File: config.mk
export PLATFORM = sky130hd
export DESIGN_NAME = risc8_uart_io
export DESIGN_NICKNAME = d
export VERILOG_FILES = /design/src/rtl/risc8_io_pkg.sv /design/src/rtl/risc8_uart_baud.sv /design/src/rtl/risc8_uart_io.sv
export SDC_FILE = /design/constraint.sdc
export NUM_CORES = 1
export LEC_CHECK = 0
export ABC_AREA = 1
export CORE_MARGIN = 1
export CORE_UTILIZATION = 50
export CTS_BUF_LIST = sky130_fd_sc_hd__clkbuf_4 sky130_fd_sc_hd__clkbuf_8
export DETAILED_ROUTE_END_ITERATION = 8
export GPL_ROUTABILITY_DRIVEN = 0
export PLACE_DENSITY = 0.69
export SETUP_SLACK_MARGIN = 0.05
export SYNTH_ARGS = -nofsm -noshare
export SYNTH_HDL_FRONTEND = slang
export SYNTH_SLANG_ARGS = --single-unit
File: constraint.sdc
create_clock -name clk -period 5.6 [get_ports clk]
set_input_delay 0.56 -clock clk [delete_from_list [all_inputs] [get_ports clk]]
set_output_delay 0.56 -clock clk [all_outputs]
set_load 0.02 [all_outputs]
File: src/rtl/risc8_io_pkg.sv
// Shared definitions for the risc8 IO-mapped UART: register offsets below BASE,
// STATUS/CTRL bit positions and the serial FSM state encoding.
package risc8_io_pkg;

    localparam logic [6:0] OFS_UDR    = 7'd0;
    localparam logic [6:0] OFS_STATUS = 7'd1;
    localparam logic [6:0] OFS_CTRL   = 7'd2;
    localparam logic [6:0] OFS_BAUD   = 7'd3;

    localparam int ST_RXC  = 7;
    localparam int ST_TXC  = 6;
    localparam int ST_UDRE = 5;
    localparam int ST_FE   = 4;
    localparam int ST_DOR  = 3;

    localparam int CT_RXIE = 7;
    localparam int CT_TXIE = 5;
    localparam int CT_RXEN = 4;
    localparam int CT_TXEN = 3;

    localparam logic [7:0] CTRL_MASK = 8'hB8;

    typedef enum logic [1:0] {
        S_IDLE  = 2'd0,
        S_START = 2'd1,
        S_DATA  = 2'd2,
        S_STOP  = 2'd3
    } uart_state_t;

    // Offset from a detected start edge to the middle of the start bit.
    function automatic logic [7:0] half_period(input logic [7:0] baud);
        logic [8:0] sum;
        sum = {1'b0, baud} + 9'd1;
        return sum[8:1];
    endfunction

endpackage

File: src/rtl/risc8_uart_baud.sv
// Baud-rate down counter: explicit load, automatic reload from BAUD at zero,
// one-cycle tick while running and the count is zero.
module risc8_uart_baud (
    input  logic       clk,
    input  logic       reset_n,
    input  logic       run,
    input  logic       load,
    input  logic [7:0] load_val,
    input  logic [7:0] baud,
    output logic       tick
);

    logic [7:0] cnt_reg;

    assign tick = run && (cnt_reg == 8'd0);

    always_ff @(posedge clk or negedge reset_n) begin
        if (!reset_n) begin
            cnt_reg <= 8'd0;
        end else if (load) begin
            cnt_reg <= load_val;
        end else if (tick) begin
            cnt_reg <= baud;
        end else if (run) begin
            cnt_reg <= cnt_reg - 8'd1;
        end
    end

endmodule

File: src/rtl/risc8_uart_io.sv
// IO-mapped 8N1 UART responder for the risc8 data bus: register decode with
// one-cycle registered reads, a transmit FSM and a receive FSM.
module risc8_uart_io
    import risc8_io_pkg::*;
#(
    parameter logic [6:0] BASE     = 7'h2C,
    parameter logic [7:0] BAUD_RST = 8'd103
) (
    input  logic       clk,
    input  logic       reset_n,
    input  logic [6:0] io_addr,
    input  logic       wen,
    input  logic       ren,
    input  logic [7:0] wdata,
    output logic [7:0] rdata,
    output logic       rsel,
    output logic       tx,
    input  logic       rx,
    output logic       irq
);

    localparam logic [6:0] A_UDR    = BASE - OFS_UDR;
    localparam logic [6:0] A_STATUS = BASE - OFS_STATUS;
    localparam logic [6:0] A_CTRL   = BASE - OFS_CTRL;
    localparam logic [6:0] A_BAUD   = BASE - OFS_BAUD;

    logic [7:0] ctrl_reg, baud_reg, txbuf_reg, rxbuf_reg;
    logic       udre_reg, txc_reg, rxc_reg, fe_reg, dor_reg;
    logic       hit;
    logic [7:0] rd_val;

    uart_state_t tx_state_reg, tx_state_next;
    logic [7:0]  tx_shift_reg;
    logic [2:0]  tx_bit_reg;
    logic        tx_load, tx_finish, tx_abort, tx_bit_adv, tx_tick;

    uart_state_t rx_state_reg, rx_state_next;
    logic [7:0]  rx_shift_reg;
    logic [2:0]  rx_bit_reg;
    logic        rx_s1_reg, rx_s2_reg, rx_prev_reg;
    logic        rx_begin, rx_shift_en, rx_complete, rx_tick;

    wire txen      = ctrl_reg[CT_TXEN];
    wire rxen      = ctrl_reg[CT_RXEN];
    wire wr_udr    = wen && (io_addr == A_UDR);
    wire wr_status = wen && (io_addr == A_STATUS);
    wire rd_udr    = ren && (io_addr == A_UDR);
    wire tx_accept = wr_udr && (udre_reg || tx_load);
    wire rx_store  = rx_complete && (!rxc_reg || rd_udr);

    always_comb begin
        hit    = 1'b1;
        rd_val = 8'h00;
        case (io_addr)
            A_UDR:    rd_val = rxbuf_reg;
            A_STATUS: rd_val = {rxc_reg, txc_reg, udre_reg, fe_reg, dor_reg, 3'b000};
            A_CTRL:   rd_val = ctrl_reg;
            A_BAUD:   rd_val = baud_reg;
            default:  hit = 1'b0;
        endcase
    end

    always_ff @(posedge clk or negedge reset_n) begin
        if (!reset_n) begin
            rsel     <= 1'b0;
            rdata    <= 8'h00;
            ctrl_reg <= 8'h00;
            baud_reg <= BAUD_RST;
        end else begin
            rsel <= ren && hit;
            if (ren && hit) rdata <= rd_val;
            if (wen && io_addr == A_CTRL) ctrl_reg <= wdata & CTRL_MASK;
            if (wen && io_addr == A_BAUD) baud_reg <= wdata;
        end
    end

    // A completion coinciding with a UDR read refills the buffer instead of overrunning.
    always_ff @(posedge clk or negedge reset_n) begin
        if (!reset_n) begin
            txbuf_reg <= 8'h00;
            rxbuf_reg <= 8'h00;
            udre_reg  <= 1'b1;
            txc_reg   <= 1'b0;
            rxc_reg   <= 1'b0;
            fe_reg    <= 1'b0;
            dor_reg   <= 1'b0;
        end else begin
            if (tx_accept) txbuf_reg <= wdata;
            if (tx_accept) udre_reg <= 1'b0;
            else if (tx_load || tx_abort) udre_reg <= 1'b1;
            if (tx_finish) txc_reg <= 1'b1;
            else if (wr_status && wdata[ST_TXC]) txc_reg <= 1'b0;
            if (rx_store) begin
                rxbuf_reg <= rx_shift_reg;
                rxc_reg   <= 1'b1;
            end else if (rd_udr) begin
                rxc_reg <= 1'b0;
            end
            if (rx_store) fe_reg <= !rx_s2_reg;
            else if (wr_status && wdata[ST_FE]) fe_reg <= 1'b0;
            if (rx_complete && !rx_store) dor_reg <= 1'b1;
            else if (wr_status && wdata[ST_DOR]) dor_reg <= 1'b0;
        end
    end

    risc8_uart_baud u_tx_baud (
        .clk(clk), .reset_n(reset_n), .run(tx_state_reg != S_IDLE),
        .load(tx_load), .load_val(baud_reg), .baud(baud_reg), .tick(tx_tick)
    );

    always_comb begin
        tx_state_next = tx_state_reg;
        tx_load       = 1'b0;
        tx_finish     = 1'b0;
        tx_bit_adv    = 1'b0;
        tx_abort      = !txen && (tx_state_reg != S_IDLE);
        if (!txen) begin
            tx_state_next = S_IDLE;
        end else begin
            case (tx_state_reg)
                S_IDLE: if (!udre_reg) begin
                    tx_load       = 1'b1;
                    tx_state_next = S_START;
                end
                S_START: if (tx_tick) tx_state_next = S_DATA;
                S_DATA: if (tx_tick) begin
                    if (tx_bit_reg == 3'd7) tx_state_next = S_STOP;
                    else tx_bit_adv = 1'b1;
                end
                S_STOP: if (tx_tick) begin
                    if (!udre_reg) begin
                        tx_load       = 1'b1;
                        tx_state_next = S_START;
                    end else begin
                        tx_finish     = 1'b1;
                        tx_state_next = S_IDLE;
                    end
                end
                default: tx_state_next = S_IDLE;
            endcase
        end
    end

    always_ff @(posedge clk or negedge reset_n) begin
        if (!reset_n) begin
            tx_state_reg <= S_IDLE;
            tx_shift_reg <= 8'h00;
            tx_bit_reg   <= 3'd0;
        end else begin
            tx_state_reg <= tx_state_next;
            if (tx_load) begin
                tx_shift_reg <= txbuf_reg;
                tx_bit_reg   <= 3'd0;
            end else if (tx_bit_adv) begin
                tx_shift_reg <= {1'b0, tx_shift_reg[7:1]};
                tx_bit_reg   <= tx_bit_reg + 3'd1;
            end
        end
    end

    assign tx  = (tx_state_reg == S_START) ? 1'b0 :
                 (tx_state_reg == S_DATA)  ? tx_shift_reg[0] : 1'b1;
    assign irq = (rxc_reg && ctrl_reg[CT_RXIE]) || (udre_reg && ctrl_reg[CT_TXIE]);

    risc8_uart_baud u_rx_baud (
        .clk(clk), .reset_n(reset_n), .run(rx_state_reg != S_IDLE),
        .load(rx_begin), .load_val(half_period(baud_reg)), .baud(baud_reg), .tick(rx_tick)
    );

    always_comb begin
        rx_state_next = rx_state_reg;
        rx_begin      = 1'b0;
        rx_shift_en   = 1'b0;
        rx_complete   = 1'b0;
        if (!rxen) begin
            rx_state_next = S_IDLE;
        end else begin
            case (rx_state_reg)
                S_IDLE: if (rx_prev_reg && !rx_s2_reg) begin
                    rx_begin      = 1'b1;
                    rx_state_next = S_START;
                end
                S_START: if (rx_tick) rx_state_next = rx_s2_reg ? S_IDLE : S_DATA;
                S_DATA: if (rx_tick) begin
                    rx_shift_en = 1'b1;
                    if (rx_bit_reg == 3'd7) rx_state_next = S_STOP;
                end
                S_STOP: if (rx_tick) begin
                    rx_complete   = 1'b1;
                    rx_state_next = S_IDLE;
                end
                default: rx_state_next = S_IDLE;
            endcase
        end
    end

    always_ff @(posedge clk or negedge reset_n) begin
        if (!reset_n) begin
            rx_s1_reg    <= 1'b1;
            rx_s2_reg    <= 1'b1;
            rx_prev_reg  <= 1'b1;
            rx_state_reg <= S_IDLE;
            rx_shift_reg <= 8'h00;
            rx_bit_reg   <= 3'd0;
        end else begin
            rx_s1_reg    <= rx;
            rx_s2_reg    <= rx_s1_reg;
            rx_prev_reg  <= rx_s2_reg;
            rx_state_reg <= rx_state_next;
            if (rx_begin) begin
                rx_bit_reg <= 3'd0;
            end else if (rx_shift_en) begin
                rx_shift_reg <= {rx_s2_reg, rx_shift_reg[7:1]};
                rx_bit_reg   <= rx_bit_reg + 3'd1;
            end
        end
    end

endmodule

# Word level (Yosys, flattened, before mapping)
# Cells that the tools add are included.
# word_totals
regBits	87
inputBits	20
output_inout_bits	11
wordCells	157
# classes
n_addsub	5
eq_ne	22
n_mux	62
n_bitwise	1
reduce_logical	45
# op_table
operator	n
$mux 8	8
$mux 1	33
$pmux 8 s4	1
$ne 3x3->1 const B	10
$eq 7x6->1 const B	4
$mux 2	13
$logic_and 1x1->1	18
$reduce_bool 2->1	9
$logic_not 8->1	2
$pmux 2 s4	2
$sub 8x1->8 const B	2
$mux 3	4
$reduce_and 5->1	2
$add 8x1->9 const B	1
$eq 2x2->1 const B	4
$add 3x1->3 const B	2
$eq 3x3->1 const B	2
$reduce_bool 3->1	2
$eq 2x1->1 const B	2
$logic_not 1->1	4
$logic_not 2->1	2
$logic_or 1x1->1	4
$reduce_or 4->1	1
$pmux 1 s2	1
2 further kinds	2

# Depth between registers and ports, before layout
# depth
ltp_word	9
mapped_depth	13
mapped_depth_nobuf	13

# By module
# From an unflattened synthesis, not the netlist that was laid out.
# unflattened
hier_cells	632
area_unflattened_um2	4903.5
# modules_own_cells
module	instances	cells_per_inst	area_per_inst_um2	seq_area_each_um2
risc8_uart_io	1	440	3574.7	1788.0
risc8_uart_baud	2	96	664.4	200.2

# Worst setup path after synthesis
# OpenSTA, ideal clock, no wires.
# synth_timing
kind	register -> register
from	register tx_state_reg[0]
to	register txbuf_reg[5]
setup_time_ps	121
arrival_time_ps	1624
required_ps	5479
setup_slack_ps	3856
path_stages_with_launch	14
n_path_buf	1
synth_period_minus_slack_ps	1744
cell_sequence	dfrtp_1 -> inv_1 -> ha_1 -> inv_1 -> nand2_1 -> nor2_1 -> nand3_1 -> nand2_1 -> nand2_2 -> nand2_2 -> nand2_2 -> buf_4 -> nand2_1 -> o21ai_1
# synth_between
elab_chain_cells	7
word_cells_on_any_way	9
cone_classes	1 x eq/ne; 3 x mux; 5 x reduce/logical
# synth_lines
element	line_no	rtl
start: declaration	risc8_uart_io.sv:32	uart_state_t tx_state_reg, tx_state_next;
start signal: assignment	risc8_uart_io.sv:150	tx_state_reg <= tx_state_next;
$reduce_bool 2->1	risc8_uart_io.sv:107	.clk(clk), .reset_n(reset_n), .run(tx_state_reg != S_IDLE),
$logic_and 1x1->1	risc8_uart_baud.sv:15	assign tick = run && (cnt_reg == 8'd0);
$mux 1	risc8_uart_io.sv:130	S_STOP: if (tx_tick) begin
$pmux 1 s2 *	risc8_uart_io.sv:120	case (tx_state_reg)
$mux 1 *	risc8_uart_io.sv:117	if (!txen) begin
$logic_or 1x1->1 *	risc8_uart_io.sv:48	wire tx_accept = wr_udr && (udre_reg || tx_load);
$logic_and 1x1->1 *	risc8_uart_io.sv:48	
end signal: assignment	risc8_uart_io.sv:88	if (tx_accept) txbuf_reg <= wdata;
end: declaration	risc8_uart_io.sv:27	logic [7:0] ctrl_reg, baud_reg, txbuf_reg, rxbuf_reg;
# Mark *: on every way between the ends. The rest lies on a longest branch, timed or not.
# A chain may end at the register's enable or synchronous reset.

# Worst setup path in the final report
# layout_timing
from	register tx_state_reg[0]
to	register tx_shift_reg[2]
# layout_between
elab_chain_cells	6
word_cells_on_any_way	13
cone_classes	2 x eq/ne; 7 x mux; 4 x reduce/logical
# layout_lines
element	line_no	rtl
$reduce_bool 2->1	risc8_uart_io.sv:107	
$logic_and 1x1->1	risc8_uart_baud.sv:15	
$mux 1 (on tied branches)	risc8_uart_io.sv:130, risc8_uart_io.sv:126	
$pmux 1 s2 / $mux 1 (equally long branches)	risc8_uart_io.sv:120	
$mux 1	risc8_uart_io.sv:117	
$mux 8 / $reduce_bool 2->1 (equally long branches)	-	
end signal: assignment	risc8_uart_io.sv:152	tx_shift_reg <= txbuf_reg;
end signal: assignment	risc8_uart_io.sv:155	tx_shift_reg <= {1'b0, tx_shift_reg[7:1]};
end: declaration	risc8_uart_io.sv:33	logic [7:0] tx_shift_reg;
# Several ways; a longest one is shown, not always the timed one.

==> out/results.tsv <==
stage	metric	value	unit
clock_network	Worst-Skew Late Latency	0.36	ns
synth	Synth Warn #	0	
detailed_routing	WL final	10.4	mm
detailed_routing	WL/cell	13.9	um
global_routing	pin count of the biggest net entering global routing	88	
synth	Mapped Area	4740	sq um
synth	Synth async-reset ratio	1.00	
critical_path	r2r setup slk	3.08	ns
clock_network	clk sink count	87	
synth	sequential-to-total area share from yosys stat	0.461	
critical_path	Worst Path Buf+Inv	4	
floorplanning	Die Wd	99.4	um
sta	Final Setup Violations	0	
sta	Worst Tran Pin Value	1.07	ns
pwr	leakage power	2.61	nW
critical_path	R2R depth	12	
sta	Worst slew margin	0.284	
clock_network	Worst-path clk slew	0.09	ns
sta	final setup skew	0.0126	ns
clock_network	post_cts resized	0	
detailed_routing	DRT iter0 DRCs	204	
critical_path	CP required	5.83	ns
critical_path	critical path peak fanout	12	
critical_path	Crit-path slowest cell	dfrtp_1	
synth	Synth top area share	0.412	
synth	Primary FF master, synth	dfrtp_1	
final_layout	final instance area	5250	sq um
critical_path	CP Capture Point	tx_shift_reg[2]	
sta	Slew Limit Fails	0	
synth	Synth cell types	40	
clock_network	CTS tree	yes	
critical_path	Crit. path cell count	12	
sta	Tcrit/Tclk final	0.450	
critical_path	CP peak stage delay	0.45	ns
critical_path	worst setup path start	tx_state_reg[0]	
final_layout	share of layout cells above drive strength 1	0.0899	
global_routing	GRT Total Usage	0.228	
clock_network	setup bufs post-CTS	0	
synth	Syn Nets	637	
sta	RSZ-0062 raised after global routing	false	
pwr	power share of the clock group	0.228	
synth	count leader, synth	nand2_1	
global_routing	global-route wire length before repair	17.7	mm
detailed_routing	drt via density	5.27	
critical_path	most used cell along the critical path	nand2_1	
critical_path	delay-heaviest family, CP	simple AND/OR/NAND/NOR gates	
floorplanning	Initial Util	0.516	
run	Max Cap Viol	0	
critical_path	Worst EP arrival	2.75	ns
global_routing	initial antenna violation count	0	
synth	Post-synth top cells	179 x nand2_1, 78 x dfrtp_1, 65 x inv_1, 51 x o21ai_0, 49 x nand3_1	
min_path	Hold/Removal Path Class	reg -> reg	
pwr	Sw Pwr	0.643	mW
clock_network	CTS Buf Count	9	
pwr	Comb power frac	0.312	
critical_path	CP Cell Sequence	inv_1, ha_1, inv_1, nand2_1, nor2_1, nand2_1, inv_2, nand2_1, inv_1, nand2_1, o21ai_0, o21ai_0	
final_layout	area grow syn2layout	10.6	%
floorplanning	core area	9200	sq um
synth	cells after synthesis	604	
placed_design	Port Buf Inserts	30	
floorplanning	Die Y	99.4	um
pwr	Peak VDD IR	180	uV
critical_path	Crit. End Element	register	
final_layout	filler instances	860	
synth	Post-synth EDFFs	0	
sta	final hold violation count	0	
pwr	share of total power in sequential cells	0.459	
clock_network	hold-fix buffer count after cts	0	
floorplanning	FP Rows	35	
critical_path	Startpoint Class	register	
pwr	power per cell area	337	nW/um^2
sta	fin crit period	2.52	ns
final_layout	Nets	662	
global_routing	vias in the first global route	3771	
sta	Fin Setup TNS	0	ns
detailed_routing	Final ANT Viol Nets	0	
sta	fmax	397	MHz
floorplanning	die area	9880	sq um
critical_path	reg-to-reg endpoint	tx_shift_reg[2]	
detailed_routing	detailed-route DRC error count	0	
clock_network	clk buf depth	2	
synth	syn avg cell area	7.85	sq um
floorplanning	Top-Level Pins	31	
critical_path	Reg-to-Reg Start	tx_state_reg[0]	
placed_design	DP Area	5070	sq um
final_layout	# diodes	0	
sta	hold_ws	0.360	ns
synth	Synth area leader	dfrtp_1	
synth	flops & latches, synth	87	
pwr	Pint	1.12	mW
detailed_routing	routed via count	3924	
detailed_routing	DR pass1 iterations	5	
critical_path	Crit Path Category	reg -> reg	
clock_network	H-tree depth	3	
synth	top post-synthesis cells by area	dfrtp_1 41%, nand2_1 14%, o21ai_0 5.4%	
pwr	sw frac	0.364	
clock_network	Root Buffer	clkbuf_8	
global_routing	total congestion overflow	0	
placed_design	HPWL after detailed placement	7.40	mm
status	status	finished clean	
-- logic make-up after synthesis --
logic type	share of synthesized area
compound gates	0.131
buf+inv	0.0768
simple gates	0.276
flops	0.461
fa+ha+maj	0.0343
xor+xnor	0.0203
-- how the worst min path moves through the flow --
stage                     startpoint  slack [ns]  depth (start not counted)     endpoint
after floorplan              reset_n        0.26                          0  baud_reg[3]
after global routing       rx_s1_reg        0.37                          0    rx_s2_reg
final                      rx_s1_reg        0.36                          0    rx_s2_reg
after CTS                  rx_s1_reg        0.36                          0    rx_s2_reg
after detailed placement   rx_s1_reg        0.35                          0    rx_s2_reg
after global placement     rx_s1_reg        0.35                          0    rx_s2_reg
-- per-stage QoR --
step | power, mW | std cells | setup WS [ns] | util
global route | 1.89 | 745 | 2.80 | 0.571
floorplan | 1.22 | 604 | 3.86 | -
finish | 1.77 | 745 | 3.08 | 0.571
global placement | 1.36 | 729 | 2.97 | 0.552
CTS | 1.78 | 745 | 3.08 | 0.571
detailed placement | 1.37 | 729 | 2.90 | 0.552
-- routing by layer --
metal	vias to the layer above	track usage	wire length, um
met3	13	0.0478	384
met5	-	0	0
met4	0	0.0758	171
met2	77	0.378	4960
met1	1834	0.300	4850
li1	2000	-	-
-- placed cells by master, fill, tap and decap left out, drive strengths merged --
cell / netlist / routed
o22ai: 2 / 2
o21ai: 80 / 80
o41ai: 1 / 1
o21bai: 1 / 1
clkinvlp: 0 / 2
a31oi: 1 / 1
nand2: 187 / 187
nor2: 50 / 50
dfrtp: 78 / 78
clkinv: 1 / 3
a21oi: 18 / 18
nor3: 6 / 6
xnor2: 3 / 3
o2bb2ai: 1 / 1
o211ai: 2 / 2
dfstp: 9 / 9
nand3: 49 / 49
inv: 68 / 69
o31ai: 2 / 2
ha: 13 / 13
nand4: 6 / 6
nand3b: 1 / 1
clkbuf: 1 / 11
nor3b: 1 / 1
xor2: 8 / 8
clkdlybuf4s50: 0 / 29
buf: 15 / 1
-- power by group through the flow --
stage,Sequential [mW],Combinational [mW],Clock (mW)
after floorplan,0.817,0.399,0
after global placement,0.821,0.540,0
after detailed placement,0.821,0.552,0
after CTS,0.811,0.556,0.415
after global routing,0.825,0.629,0.438
final,0.812,0.552,0.404
-- cell type report --
class                      instances  area, sq um  share of cell area
clock buffer                      11          139              0.0265
clock inverter                     5         33.8             0.00644
inverter                          69          259              0.0494
multi-input combinational        432         2190               0.418
sequential                        87         2190               0.417
tap                              111          139              0.0265
timing repair buffer              30          298              0.0567
-- worst register-to-register path: stages (launching register included) --
cell,delay (ns)
dfrtp_1,0.45
inv_1,0.11
ha_1,0.28
inv_1,0.10
nand2_1,0.05
nor2_1,0.13
nand2_1,0.28
inv_2,0.19
nand2_1,0.25
inv_1,0.28
nand2_1,0.08
o21ai_0,0.10
o21ai_0,0.11
(Power assumes the default switching activity.)
